`src/rtl/sram_pkg.sv`:
```
`default_nettype none
// ============================================================================
//  Module      : sram_pkg
//  Description : Shared state encodings, tag type and default sizing for the
//                SRAM load scheduler.
//  Revision    : 1.0 - initial release
// ============================================================================
package sram_pkg;

    localparam int c_ADDR_W    = 10;
    localparam int c_IMG_WORDS = 32;
    localparam int c_WGT_WORDS = 512;
    localparam int c_READ_LAT  = 2;

    typedef logic [2:0] state_t;

    localparam state_t c_ST_IDLE   = 3'd0;
    localparam state_t c_ST_IMG    = 3'd1;
    localparam state_t c_ST_WGT    = 3'd2;
    localparam state_t c_ST_DRAIN  = 3'd3;
    localparam state_t c_ST_LOADED = 3'd4;

    typedef struct packed {
        logic                valid;
        logic                is_wgt;
        logic [c_ADDR_W-1:0] idx;
    } tag_t;

endpackage
`default_nettype wire

```
`src/rtl/sram_tag_pipe.sv`:
```
`default_nettype none
// ============================================================================
//  Module      : sram_tag_pipe
//  Description : READ_LAT-deep shift register of read tags, aligned with the
//                fixed SRAM read latency; reports whether any tag is live.
//  Revision    : 1.0 - initial release
// ============================================================================
module sram_tag_pipe
    import sram_pkg::*;
#(
    parameter int READ_LAT = c_READ_LAT
) (
    input  logic clk,
    input  logic n_rst,
    input  tag_t i_tag,
    output tag_t o_tag,
    output logic o_any_valid
);

    tag_t r_stage [READ_LAT];

    // Shifts every cycle regardless of hold so in-flight reads always retire.
    always_ff @(posedge clk or negedge n_rst) begin
        if (!n_rst) begin
            for (int i = 0; i < READ_LAT; i++) begin
                r_stage[i] <= '0;
            end
        end else begin
            r_stage[0] <= i_tag;
            for (int i = 1; i < READ_LAT; i++) begin
                r_stage[i] <= r_stage[i-1];
            end
        end
    end

    always_comb begin
        o_any_valid = 1'b0;
        for (int i = 0; i < READ_LAT; i++) begin
            o_any_valid = o_any_valid | r_stage[i].valid;
        end
    end

    assign o_tag = r_stage[READ_LAT-1];

endmodule
`default_nettype wire

```
`src/rtl/sram_load_sched.sv`:
```
`default_nettype none
// ============================================================================
//  Module      : sram_load_sched
//  Description : Issues the image block then optional weight block as SRAM
//                reads and returns each word tagged with its type and index.
//  Revision    : 1.0 - initial release
// ============================================================================
module sram_load_sched
    import sram_pkg::*;
#(
    parameter int ADDR_W    = c_ADDR_W,
    parameter int IMG_WORDS = c_IMG_WORDS,
    parameter int WGT_WORDS = c_WGT_WORDS,
    parameter int READ_LAT  = c_READ_LAT
) (
    input  logic              clk,
    input  logic              n_rst,
    input  logic              request,
    input  logic              load_wgt,
    input  logic [ADDR_W-1:0] img_base,
    input  logic [ADDR_W-1:0] wgt_base,
    input  logic              hold,
    input  logic              p_done,
    input  logic [31:0]       read_data,
    output logic [ADDR_W-1:0] address,
    output logic              read,
    output logic              word_valid,
    output logic [31:0]       word_data,
    output logic              word_is_wgt,
    output logic [ADDR_W-1:0] word_idx,
    output logic              busy,
    output logic              i_loaded
);

    localparam logic [ADDR_W-1:0] c_IMG_LAST = ADDR_W'(IMG_WORDS - 1);
    localparam logic [ADDR_W-1:0] c_WGT_LAST = ADDR_W'(WGT_WORDS - 1);
    localparam logic [ADDR_W-1:0] c_ONE      = ADDR_W'(1);

    state_t              r_state;
    logic [ADDR_W-1:0]   r_cnt;
    logic [ADDR_W-1:0]   r_img_base;
    logic [ADDR_W-1:0]   r_wgt_base;
    logic                r_load_wgt;
    logic                r_read;
    logic                r_is_wgt;
    logic [ADDR_W-1:0]   r_idx;
    logic [ADDR_W-1:0]   r_address;
    logic                r_word_valid;
    logic [31:0]         r_word_data;
    logic                r_word_is_wgt;
    logic [ADDR_W-1:0]   r_word_idx;
    tag_t                w_in_tag;
    tag_t                w_out_tag;
    logic                w_any_valid;

    always_comb begin
        w_in_tag        = '0;
        w_in_tag.valid  = r_read;
        w_in_tag.is_wgt = r_is_wgt;
        w_in_tag.idx    = r_idx;
    end

    sram_tag_pipe #(
        .READ_LAT (READ_LAT)
    ) u_tag_pipe (
        .clk         (clk),
        .n_rst       (n_rst),
        .i_tag       (w_in_tag),
        .o_tag       (w_out_tag),
        .o_any_valid (w_any_valid)
    );

    always_ff @(posedge clk or negedge n_rst) begin
        if (!n_rst) begin
            r_state    <= c_ST_IDLE;
            r_cnt      <= '0;
            r_img_base <= '0;
            r_wgt_base <= '0;
            r_load_wgt <= 1'b0;
            r_read     <= 1'b0;
            r_is_wgt   <= 1'b0;
            r_idx      <= '0;
            r_address  <= '0;
        end else begin
            r_read <= 1'b0;
            case (r_state)
                c_ST_IDLE: begin
                    if (request) begin
                        r_img_base <= img_base;
                        r_wgt_base <= wgt_base;
                        r_load_wgt <= load_wgt;
                        r_cnt      <= '0;
                        r_state    <= c_ST_IMG;
                    end
                end
                c_ST_IMG: begin
                    if (!hold) begin
                        r_read    <= 1'b1;
                        r_address <= r_img_base + r_cnt;
                        r_idx     <= r_cnt;
                        r_is_wgt  <= 1'b0;
                        if (r_cnt == c_IMG_LAST) begin
                            r_cnt   <= '0;
                            r_state <= r_load_wgt ? c_ST_WGT : c_ST_DRAIN;
                        end else begin
                            r_cnt <= r_cnt + c_ONE;
                        end
                    end
                end
                c_ST_WGT: begin
                    if (!hold) begin
                        r_read    <= 1'b1;
                        r_address <= r_wgt_base + r_cnt;
                        r_idx     <= r_cnt;
                        r_is_wgt  <= 1'b1;
                        if (r_cnt == c_WGT_LAST) begin
                            r_cnt   <= '0;
                            r_state <= c_ST_DRAIN;
                        end else begin
                            r_cnt <= r_cnt + c_ONE;
                        end
                    end
                end
                c_ST_DRAIN: begin
                    // The last read is still on the port when DRAIN is entered.
                    if (!r_read && !w_any_valid) begin
                        r_state <= c_ST_LOADED;
                    end
                end
                c_ST_LOADED: begin
                    if (p_done) begin
                        r_state <= c_ST_IDLE;
                    end
                end
                default: r_state <= c_ST_IDLE;
            endcase
        end
    end

    always_ff @(posedge clk or negedge n_rst) begin
        if (!n_rst) begin
            r_word_valid  <= 1'b0;
            r_word_data   <= '0;
            r_word_is_wgt <= 1'b0;
            r_word_idx    <= '0;
        end else begin
            r_word_valid <= w_out_tag.valid;
            if (w_out_tag.valid) begin
                r_word_data   <= read_data;
                r_word_is_wgt <= w_out_tag.is_wgt;
                r_word_idx    <= w_out_tag.idx;
            end
        end
    end

    assign address     = r_address;
    assign read        = r_read;
    assign word_valid  = r_word_valid;
    assign word_data   = r_word_data;
    assign word_is_wgt = r_word_is_wgt;
    assign word_idx    = r_word_idx;
    assign busy        = (r_state != c_ST_IDLE);
    assign i_loaded    = (r_state == c_ST_LOADED);

endmodule
`default_nettype wire

```
`config.mk`:
```
export PLATFORM = sky130hd
export DESIGN_NAME = sram_load_sched
export DESIGN_NICKNAME = d
export VERILOG_FILES = /design/src/rtl/sram_pkg.sv /design/src/rtl/sram_tag_pipe.sv /design/src/rtl/sram_load_sched.sv
export SDC_FILE = /design/constraint.sdc
export NUM_CORES = 1
export LEC_CHECK = 0
export CAP_MARGIN = 5
export CORE_ASPECT_RATIO = 1.4
export CORE_MARGIN = 2
export CORE_UTILIZATION = 40
export DETAILED_ROUTE_END_ITERATION = 16
export PLACE_DENSITY = 0.67
export SLEW_MARGIN = 10
export SYNTH_ARGS = -nofsm -noshare
export SYNTH_HDL_FRONTEND = slang
export SYNTH_SLANG_ARGS = --single-unit
export TNS_END_PERCENT = 20
```
`constraint.sdc`:
```
create_clock -name clk -period 7.3 [get_ports clk]
set_input_delay 1.46 -clock clk [delete_from_list [all_inputs] [get_ports clk]]
set_output_delay 1.46 -clock clk [all_outputs]
set_load 0.02 [all_outputs]
```
==> flow_summary.json <==
{
  "first_global_vias": 3801,
  "io_pins": 115,
  "min_path_cells": 0,
  "layout_commonest_cell": "dfrtp_1",
  "outcome": "finished clean",
  "seq_area_frac_synth": 0.603,
  "cts_tree": "done",
  "holdWs_ns": 0.344,
  "crit_fanout": 17,
  "rsz0062_at_grt": "false",
  "r2r_start": "r_state[1]",
  "crit_required_ns": 5.84,
  "synth_flop_cell": "dfrtp_1",
  "fin_crit_sh": 0.469,
  "dr.pass1.iters": 4,
  "post_cts_resize_count": 0,
  "numPortBuffers": 114,
  "setup_tns_ns": 0,
  "drive_gt1_frac": 0.205,
  "cts_root_buf": "clkbuf_16",
  "post-route-drc-count": 0,
  "setup_viol": 0,
  "synth.area.top_cells": "dfrtp_1, mux2_2, nand2_1",
  "routed_wl_um": 10700,
  "ctsHoldBuffers": 0,
  "dp_hpwl_um": 7450,
  "clk-insertion-delay-late_ns": 0.40,
  "synth_edf_count": 0,
  "num_vias": 3561,
  "fin_crit_ns": 3.43,
  "fin_nets": 597,
  "die_h_um": 138,
  "syn-num-nets": 478,
  "cts_buffer_depth": 2,
  "gr-total-overflow": 0,
  "drtIter0Drc": 90,
  "clk_pin_slew_ns": 0.05,
  "grt_start_max_net_pins": 78,
  "power.density_nw_per_um2": 467,
  "synth_cells": 409,
  "track_usage": 0.163,
  "synth_cell_types": 47,
  "grt_pass1_wl_um": 17700,
  "htree_levels": 4,
  "cts_setup_buffers": 0,
  "final-hold-violation-count": 0,
  "via_per_inst": 5.13,
  "fillers": 1100,
  "r2r_slack_ns": 4.08,
  "final_util": 0.554,
  "worstSetupPathType": "reg2out",
  "antenna_cells": 0,
  "hp-class": "reg2reg",
  "core_um2": 12700,
  "syn-cell-area_um2": 5150,
  "antenna_found_initial": 0,
  "synth_top_area_frac": 0.603,
  "max-cap-violations": 0,
  "synth_area_leader_cell": "dfrtp_1",
  "end_kind": "output port",
  "wl_per_cell_um": 15.4,
  "final_cell_mix": "dfrtp_1, clkdlybuf4s50_1, mux2_2",
  "design_area_um2": 7030,
  "fp.dieArea_um2": 13800,
  "place_area_um2": 6430,
  "hp-start": "u_tag_pipe.r_stage[16]",
  "worstMarginPinSlew_ns": 0.956,
  "critPathLaunchType": "flop",
  "reg2reg_to": "address[8]",
  "num_rows": 49,
  "leakage_uw": 0.00314,
  "rr_worst_depth": 10,
  "cts.sinks": 124,
  "async_flop_share": 1.00,
  "initial_core_util": 0.406,
  "clock_skew_ns": 0.00785,
  "slew_viol_final": 0,
  "yosys_warnings": 0,
  "cts_made_buffers": 17,
  "fmax_mhz": 292,
  "ant_nets": 0,
  "place.gp.congestion": 0.898,
  "peakVddDrop_mv": 0.221,
  "area_delta_synth_final_pct": 36.6,
  "max_slew_margin": 0.363,
  "postSynthAreaPerCell_um2": 12.6,
  "arrival_ns": 1.97,
  "crit_start": "r_state[1]",
  "hold_end": "u_tag_pipe.o_tag[4]",
  "ys_seq_elements": 124,
  "dieWidth_um": 99.9
}
==> area by class of cell <==
type / instances / area [um2] / share of cell area
Inverter: 8 / 30.0 / 0.00427
Clock inverter: 6 / 108 / 0.0153
Multi-Input combinational cell: 260 / 1940 / 0.276
Timing Repair Buffer: 117 / 1160 / 0.165
Sequential cell: 124 / 3100 / 0.441
Tap cell: 153 / 191 / 0.0272
Clock buffer: 26 / 499 / 0.0710
==> worst max-delay path, stage by stage, from the launching register on <==
cell and delay, ns:
dfrtp_1 0.56, or3_1 0.46, clkdlybuf4s50_1 0.55
==> worst max path at each step <==
stage                 end  cells after the start  slack, ns
6_report             busy                      2       3.87
5_1_grt          i_loaded                      3       3.78
4_1_cts              busy                      2       3.85
3_5_place_dp   address[7]                      6       3.65
3_3_place_gp   address[7]                      6       3.72
2_1_floorplan  address[8]                     11       4.34
==> power breakdown <==
part           switching, uW  leakage, uW  internal (uW)
clock                    276     0.000295            572
combinational            620      0.00126            654
sequential               201      0.00158            959
==> through the flow <==
step           power, uW  setup slack, ns  instances
2_1_floorplan       1950             4.34        409
3_3_place_gp        2410             3.72        662
3_5_place_dp        2460             3.65        662
4_1_cts             3320             3.85        694
5_1_grt             3500             3.78        694
6_report            3280             3.87        694
==> sequential cells by signal, indices dropped and copies added (netlist names) <==
name / cells
read: 1
u_tag_pipe.o_tag: 12
address: 10
r_wgt_base: 10
r_cnt: 10
u_tag_pipe.r_stage: 12
word_idx: 10
word_data: 32
r_is_wgt: 1
r_img_base: 10
word_valid: 1
r_load_wgt: 1
word_is_wgt: 1
r_state: 3
r_idx: 10
==> per-layer routing <==
metal	part of all wire	track usage
met5	0	0
met4	0.017	0.0728
met3	0.056	0.0480
met2	0.53	0.281
met1	0.39	0.184
==> cell usage after synthesis, types with 2 or more instances <==
master	number
nor2_1	12
mux2i_1	2
buf_2	4
o31ai_1	2
clkbuf_1	12
ha_1	10
mux2_2	73
nand2_1	56
nand4_1	3
a21oi_1	13
nor3_1	6
a21o_1	4
inv_1	8
nand2b_1	2
xor2_1	7
dfrtp_1	124
nand3_1	8
o21ai_0	23
nor2b_1	3
a31oi_1	2
and3_1	3
o211ai_1	2
or3_1	4
nor4_1	3
==> cell families after synthesis <==
family | count (synthesis) | share of synthesized area
AO/OA/AOI/OAI | 58 | 0.0719
multiplexers | 75 | 0.164
buffers and inverters | 25 | 0.0207
XOR/XNOR | 8 | 0.0136
adder cells (fa/ha/maj) | 11 | 0.0282
flip-flops | 124 | 0.603
AND/OR/NAND/NOR | 108 | 0.0994
(Power assumes the default switching activity.)
